[src/rtl/fifo_wr_arbiter.sv]
// Round-robin arbiter sharing one FIFO write port between NUM_REQ producers,
// with bursts of up to BURST_LEN beats and occupancy-gated writes. Define ALMOST_FULL_EN to cap writes at AF_LEVEL.
module fifo_wr_arbiter #(
  parameter int unsigned NUM_REQ   = 4,
  parameter int unsigned BURST_LEN = 4,
  parameter int unsigned DEPTH     = 32,
  parameter int unsigned AF_LEVEL  = 28
) (
  input  logic                   clk,
  input  logic                   rst,
  input  logic [NUM_REQ-1:0]     req,
  input  logic [8*NUM_REQ-1:0]   wr_data,
  output logic [NUM_REQ-1:0]     ack,
  output logic [NUM_REQ-1:0]     grant,
  output logic                   fifo_wr_en,
  output logic [7:0]             fifo_data_in,
  input  logic                   fifo_full,
  input  logic [6:0]             fifo_count,
  output logic                   busy
);

  localparam int unsigned OW = $clog2(NUM_REQ);

`ifdef ALMOST_FULL_EN
  localparam int unsigned LIMIT = AF_LEVEL;
`else
  localparam int unsigned LIMIT = DEPTH;
`endif

  if (NUM_REQ < 2 || NUM_REQ > 4) begin : g_chk_num_req
    $error("fifo_wr_arbiter: NUM_REQ must be 2..4");
  end
  if (BURST_LEN < 1 || BURST_LEN > 15) begin : g_chk_burst
    $error("fifo_wr_arbiter: BURST_LEN must be 1..15");
  end
  if (DEPTH > 64 || AF_LEVEL > DEPTH) begin : g_chk_depth
    $error("fifo_wr_arbiter: need AF_LEVEL <= DEPTH <= 64");
  end

  typedef enum logic {
    ST_IDLE,
    ST_GRANT
  } state_t;

  state_t          state, state_nxt;
  logic [OW-1:0]   owner, last_owner, pick;
  logic            pick_vld;
  logic [3:0]      beat_cnt;
  logic [7:0]      byte_in [NUM_REQ];
  logic [7:0]      owner_byte;
  logic [6:0]      occ;
  logic            space, owner_ack, burst_end;
  int unsigned     cand;

  for (genvar g = 0; g < NUM_REQ; g++) begin : g_bytes
    assign byte_in[g] = wr_data[8*g +: 8];
  end

  assign owner_byte = byte_in[owner];

  // The in-flight write counts against occupancy, so count 31 plus a pending
  // strobe already closes the window and the FIFO can never overflow.
  assign occ       = fifo_count + {6'd0, fifo_wr_en};
  assign space     = !fifo_full && (occ < 7'(LIMIT));
  assign owner_ack = (state == ST_GRANT) && req[owner] && space;
  assign burst_end = (state == ST_GRANT) &&
                     (!req[owner] || (owner_ack && beat_cnt == 4'(BURST_LEN - 1)));

  // Rotating priority search starting just after the previous owner.
  always_comb begin
    pick     = '0;
    pick_vld = 1'b0;
    cand     = 0;
    for (int unsigned i = 0; i < NUM_REQ; i++) begin
      cand = 32'(last_owner) + 1 + i;
      if (cand >= NUM_REQ) cand = cand - NUM_REQ;
      if (!pick_vld && req[OW'(cand)]) begin
        pick     = OW'(cand);
        pick_vld = 1'b1;
      end
    end
  end

  always_ff @(posedge clk or negedge rst) begin
    if (!rst) state <= ST_IDLE;
    else      state <= state_nxt;
  end

  always_comb begin
    state_nxt = state;
    case (state)
      ST_IDLE:  if (pick_vld)  state_nxt = ST_GRANT;
      ST_GRANT: if (burst_end) state_nxt = ST_IDLE;
      default:                 state_nxt = ST_IDLE;
    endcase
  end

  always_comb begin
    ack = '0;
    if (owner_ack) ack[owner] = 1'b1;
    busy = (state == ST_GRANT);
  end

  always_ff @(posedge clk or negedge rst) begin
    if (!rst) begin
      grant        <= '0;
      owner        <= '0;
      last_owner   <= OW'(NUM_REQ - 1);
      beat_cnt     <= '0;
      fifo_wr_en   <= 1'b0;
      fifo_data_in <= '0;
    end else begin
      fifo_wr_en <= owner_ack;
      if (owner_ack) begin
        fifo_data_in <= owner_byte;
        beat_cnt     <= beat_cnt + 4'd1;
      end
      case (state)
        ST_IDLE: begin
          if (pick_vld) begin
            owner    <= pick;
            grant    <= NUM_REQ'(1) << pick;
            beat_cnt <= '0;
          end
        end
        ST_GRANT: begin
          if (burst_end) begin
            grant      <= '0;
            last_owner <= owner;
          end
        end
        default: ;
      endcase
    end
  end

endmodule

[config.mk]
export PLATFORM = sky130hd
export DESIGN_NAME = fifo_wr_arbiter
export DESIGN_NICKNAME = d
export VERILOG_FILES = /design/src/rtl/fifo_wr_arbiter.sv
export SDC_FILE = /design/constraint.sdc
export NUM_CORES = 1
export LEC_CHECK = 0
export BUFFER_PORTS_ARGS = -buffer_cell sky130_fd_sc_hd__buf_2
export CAP_MARGIN = 20
export CORE_AREA = 2 2 59 66
export CTS_CLUSTER_SIZE = 20
export DETAILED_ROUTE_END_ITERATION = 12
export DIE_AREA = 0 0 61 68
export MAX_ROUTING_LAYER = met4
export PLACE_DENSITY = 0.7
export SLEW_MARGIN = 20
export SYNTH_ARGS = -nofsm -noshare
export SYNTH_HDL_FRONTEND = slang
export SYNTH_SLANG_ARGS = --single-unit
[constraint.sdc]
create_clock -name clk -period 2.54 [get_ports clk]
set_clock_uncertainty 0.05 [all_clocks]
set_input_delay 0.254 -clock clk [delete_from_list [all_inputs] [get_ports clk]]
set_output_delay 0.254 -clock clk [all_outputs]
set_load 0.02 [all_outputs]
==> flow_summary.toml, run 1 <==
[sta]
max_freq_mhz = 477.0
fin_crit_sh = 0.8254
hold_viol_final = 0
rsz0062_at_grt = "false"
drv_slew = 0
worst_pin_slew_ns = 0.4727
period_minus_slack_ns = 2.097
max-slew-margin-rel = 0.6828
fin_setup_tns_ns = 0
finalSetupViolCount = 0

[detailed_routing]
via_per_inst = 4.959
drtPass1Iterations = 4
final_antenna_net_count = 0
drc = 0
wl_per_cell_um = 13.23
vias = 1096
drt-total-wl_um = 2923
first_iter_violations = 18

[logic_synthesis]
synth_area_leaders = "dfrtp_1, mux4_2, mux2_2"
syn_inst = 105
synth.most_common_cell = "dfrtp_1"
synth_common_cells = "dfrtp_1, mux2_2, nand2_1"
syn_nets = 152
syn-cell-area_um2 = 1300
synth_flop_cell = "dfrtp_1"
synth.distinct_cells = 35
async_flop_share = 1.000
synth_top_area_frac = 0.3850
synth.largest_area_cell = "dfrtp_1"
ys_seq_elements = 22
synth_edf_count = 0
ys.warnings.count = 0
syn_avg_cell_area_um2 = 12.38
yosysSeqAreaShare = 0.4254

[cts]
root_buffer = "clkbuf_8"
cts_setup_buffers = 0
cts_buffer_depth = 2
clk_pin_slew_ns = 0.08
clock_latency_ns = 0.26
cts_buffers = 3
numClockSinks = 22
cts_tree = "yes"
htree_levels = 1

[setup_path]
r2r_setup_slack_ns = 0.58
ff2ff_path_depth = 5
crit_fanout = 5
arrival_ns = 1.79
worstPathRequired_ns = 2.24
r2r_start = "owner[0]$_DFFE_PN0P_"
endpoint_kind = "output port"
cp-start-kind = "register"
r2r-end = "fifo_data_in[6]$_DFFE_PN0P_"
startpoint = "owner[0]$_DFFE_PN0P_"
critical_path_class = "register to output port"

[power_and_ir_drop]
ir_drop_v = 0.0004135
powerDensity_nw_per_um2 = 982.4
total_power_mw = 1.701
p_leak_nw = 0.8605

[floorplan]
rows = 23
core_area_um2 = 3540
dieArea_um2 = 4148
io-pin-count = 64
initial_core_util = 0.3673
dieWidth_um = 61
die_y_um = 68

[global_routing]
grt_pass1_wl_um = 4284
overflow = 0
grt_max_degree = 23
grt_pass1_vias = 982
antenna_found_initial = 0
track_usage = 0.1448

[min_path]
min_to = "fifo_wr_en$_DFF_PN0_"
hold_start = "fifo_full"
hold_class = "input port to register"
hold_depth = 3

[placement]
dpl.hpwl_um = 2317
gp_congestion = 0.7057
io_buffer_count = 63

[final_layout]
fillCellCount = 326
drive_gt1_frac = 0.5497
area_growth_pct = 33.20
antennaDiodeCount = 0
layout.nets = 219

[outcome]
status = "finished clean"

[run]
max_cap_violations = 0
## kinds of logic after synthesis
family,Yosys count,share of synthesized area
fa+ha+maj,1,0.009623
flops,22,0.4254
compound gates,19,0.1145
mux,23,0.2830
buf+inv,8,0.03465
simple gates,32,0.1328
## registers in the layout (all words and copies together), names as in the netlist
register / cells
beat_cnt: 4
busy: 1
fifo_data_in: 8
fifo_wr_en: 1
grant: 4
last_owner: 2
owner: 2
## cell type report
cell class                 instances  area, um2  area share
sequential                        22      553.0      0.3194
tap                               50      62.56     0.03613
inverter                           3      11.26    0.006503
clock buffer                       4      55.05     0.03179
timing repair buffer              67      347.8      0.2009
multi-input combinational         75      701.9      0.4053
## where the power goes
group          switching [mW]  internal [mW]  total, mW  leakage, nW
sequential              0.106          0.498      0.603        0.277
combinational           0.444          0.407      0.852        0.555
clock                   0.108          0.138      0.246       0.0288
## routing by layer
layer / global-route usage / vias up / share of wire
met2: 0.2258 / 36 / 0.51
met4: 0.05707 / 0 / 0.011
met3: 0.02268 / 4 / 0.049
li1: - / 533 / -
met1: 0.1895 / 523 / 0.43
met5: - / - / 0
## timing repair
item | in CTS | in global routing
endpoints found under the setup margin | 0 | 0
gates resized for setup | 0 | 0
hold buffers | 1 | 0
hold endpoints to repair | 20 | 0
## cell usage in the layout, fill, tap and decap left out, types with 2 or more instances in the layout
master / synthesis / final
buf_2: 0 / 63
dfrtp_1: 20 / 20
nand2_1: 11 / 11
mux2_2: 11 / 11
nor2_1: 8 / 8
mux4_2: 6 / 6
clkbuf_8: 0 / 4
mux2i_1: 3 / 3
o21ai_0: 3 / 3
nor3b_1: 3 / 3
inv_1: 3 / 3
mux4_1: 3 / 3
buf_4: 0 / 3
and3_1: 2 / 2
a22oi_1: 2 / 2
nand2b_1: 2 / 2
a21oi_1: 2 / 2
a32o_1: 2 / 2
a31o_2: 2 / 2
dfstp_2: 2 / 2
## stage by stage
step	cell area [um2]	setup WS (ns)	hold slack, ns	util	cells
floorplan	1300	0.1510	-0.09159	-	105
finish	1732	0.4435	0.3614	0.4892	221
global placement	1667	0.5694	0.1825	0.4708	216
detailed placement	1667	0.5111	0.1938	0.4708	216
global route	1732	0.3124	0.3708	0.4892	221
CTS	1732	0.4231	0.3548	0.4892	221
## critical path: stages (launching register included)
cell,delay [ns]
dfrtp_1,0.40
mux4_2,0.38
nand2_2,0.08
a211oi_4,0.28
nor3b_1,0.20
buf_2,0.19
## worst max path at each step
stage	to	slack, ns	cells after the start
floorplan	ack[0]	0.15	5
global placement	fifo_data_in[7]$_DFFE_PN0P_	0.57	6
detailed placement	fifo_data_in[6]$_DFFE_PN0P_	0.51	6
CTS	ack[0]	0.42	5
global route	ack[0]	0.31	5
finish	ack[0]	0.44	5
No activity file was read; power rests on OpenSTA's default activity.
==> inputs of run 2 (changes only) <==
--- a/config.mk
+++ b/config.mk
@@ -12,7 +12,7 @@
 export DETAILED_ROUTE_END_ITERATION = 12
 export DIE_AREA = 0 0 61 68
 export MAX_ROUTING_LAYER = met4
-export PLACE_DENSITY = 0.7
+export PLACE_DENSITY = 0.73
 export SLEW_MARGIN = 20
 export SYNTH_ARGS = -nofsm -noshare
 export SYNTH_HDL_FRONTEND = slang
==> constraint.sdc (replaced) <==
create_clock -name clk -period 1.8 [get_ports clk]
set_clock_uncertainty 0.05 [all_clocks]
set_input_delay 0.18 -clock clk [delete_from_list [all_inputs] [get_ports clk]]
set_output_delay 0.18 -clock clk [all_outputs]
set_load 0.02 [all_outputs]
==> flow_summary.toml, run 2 (synthesis results as in run 1) <==
[floorplan]
rows = 23
dieArea_um2 = 4148
dieWidth_um = 61
initial_core_util = 0.3673
die_y_um = 68
io-pin-count = 64
core_area_um2 = 3540

[cts]
cts_tree = "yes"
htree_levels = 1
numClockSinks = 22
clk_pin_slew_ns = 0.08
root_buffer = "clkbuf_8"
clock_latency_ns = 0.27
cts_buffers = 3
cts_buffer_depth = 2

[setup_path]
critPathBufInv = 2
r2r_setup_slack_ns = -0.13
crit_fanout = 5
cp_top_family = "compound AO/OA/AOI/OAI gates"
cp-start-kind = "register"
r2r-end = "fifo_data_in[1]$_DFFE_PN0P_"
critical_path_class = "register to output port"
ff2ff_path_depth = 7
endpoint_kind = "output port"
crit_chain = "and2_4, a211o_1, a211oi_4, buf_6, nor3b_4, buf_6"
cp_common_cell = "buf_6"
r2r_start = "owner[0]$_DFFE_PN0P_"
worstPathRequired_ns = 1.57
arrival_ns = 1.80
cpPeakStageDelay_ns = 0.39
worst_path_max_delay_cell = "dfrtp_1"

[global_routing]
overflow = 0
grt_pass1_wl_um = 4954
track_usage = 0.1704
grt_pass1_vias = 1141
antenna_found_initial = 0
grt_max_degree = 23

[final_layout]
multi_input_area_um2 = 780.7
area_growth_pct = 48.22
layout_commonest_cell = "buf_2"
drive_gt1_frac = 0.6278
layout.nets = 228
fin_cells = 230
largest_reg_flops = 8
reg_top3 = "fifo_data_in: 8 flops, beat_cnt: 4 flops, grant: 4 flops"
mostFrequentLayoutCells = "buf_2, dfrtp_1, nand2_1, mux2_4, buf_4"
fillCellCount = 302
antennaDiodeCount = 0
regArea_um2 = 553.0
largest_register = "fifo_data_in"

[detailed_routing]
drc = 0
vias = 1178
wl_per_cell_um = 14.97
final_antenna_net_count = 0
routedLengthMet1_um = 1303
via_per_inst = 5.122
route.met3.wl_um = 250
drtPass1Iterations = 4
met2_length_um = 1821
drt-total-wl_um = 3442
maxUsedRoutingLayer = "met4"
first_iter_violations = 47

[min_path]
hold_start = "fifo_full"
min_to = "fifo_wr_en$_DFF_PN0_"
hold_class = "input port to register"
hold_depth = 3

[power_and_ir_drop]
powerDensity_nw_per_um2 = 1358
p_leak_nw = 0.9475
ir_drop_v = 0.0005212

[placement]
gp_congestion = 0.7650
dpl.hpwl_um = 2629
place_inst = 220
dp_slack_ns = -0.03317
io_buffer_count = 63

[sta]
hold_viol_final = 0
worst_pin_slew_ns = 0.4868
max-slew-margin-rel = 0.6755
finalSetupViolCount = 15
rsz0062_at_grt = "true"
period_minus_slack_ns = 2.034
max_freq_mhz = 491.7
drv_slew = 0
setup_ws_ns = -0.2337
fin_crit_sh = 1.130

[outcome]
status = "finished, violations left"
violations = "negative setup slack"

[run]
max_cap_violations = 0
## run 2: changes by cell type in the layout (fill, tap and decap cells not counted), moves of 3 or more
cell / change
mux2_2: -8
mux2_4: +8
buf_6: +7
buf_4: +5
buf_2: -4
nand2_1: -3
nand2_2: +3
## run 2: worst max path at each step
stage                         start                           to  slack [ns]  depth (start not counted)
5_1_grt        fifo_wr_en$_DFF_PN0_                       ack[0]       -0.30                          6
6_report       fifo_wr_en$_DFF_PN0_                       ack[0]       -0.23                          6
2_1_floorplan  fifo_wr_en$_DFF_PN0_                       ack[0]       -0.23                          5
3_3_place_gp   owner[0]$_DFFE_PN0P_                       ack[0]       -0.02                          6
3_5_place_dp   owner[0]$_DFFE_PN0P_  fifo_data_in[0]$_DFFE_PN0P_       -0.03                          5
4_1_cts        fifo_wr_en$_DFF_PN0_                       ack[0]       -0.21                          6
## run 2: layout make-up
class                   count  area share
clock buffers               4     0.02857
multi-input cells          75      0.4052
repair buffers             76      0.2409
flip-flops and latches     22      0.2870
inverters                   3    0.005844
well taps                  50     0.03247
## run 2: repair_timing
action | 4_1_cts | 5_1_grt
setup buffers | 2 | 3
setup endpoints to repair | 12 | 22
pin swaps | 2 | 1
gates resized for setup | 21 | 10
hold buffers | 1 | 0
hold endpoints to repair | 20 | 0
## run 2: layer usage
metal	GRT usage	vias up
met2	0.3185	54
met4	0.08152	0
met1	0.1677	568
met5	-	-
met3	0.02836	5
li1	-	551
## run 2: worst reg2reg max path: cells and delay by family (launching register included)
family                 cells  cell delay [ns]
multiplexers               2             0.84
AND/OR/NAND/NOR            1             0.11
AO/OA/AOI/OAI              1             0.05
flip-flops                 1             0.38
buffers and inverters      3             0.40
## run 2: metrics by stage
stage	setup TNS, ns	hold slack (ns)	area (um2)	power, mW	utilization
after floorplan	-1.389	-0.1656	1329	1.750	-
after global placement	-0.1829	0.1055	1724	2.072	0.4871
after detailed placement	-0.2747	0.1160	1724	2.135	0.4871
after CTS	-1.076	0.1748	1877	2.586	0.5302
after global routing	-3.170	0.1970	1927	2.771	0.5444
final	-1.980	0.1837	1927	2.617	0.5444
## run 2: power by group
part           internal (mW)  switching, mW  total [mW]
registers              0.702          0.149       0.852
clock network          0.195          0.162       0.358
logic                  0.702          0.706        1.41
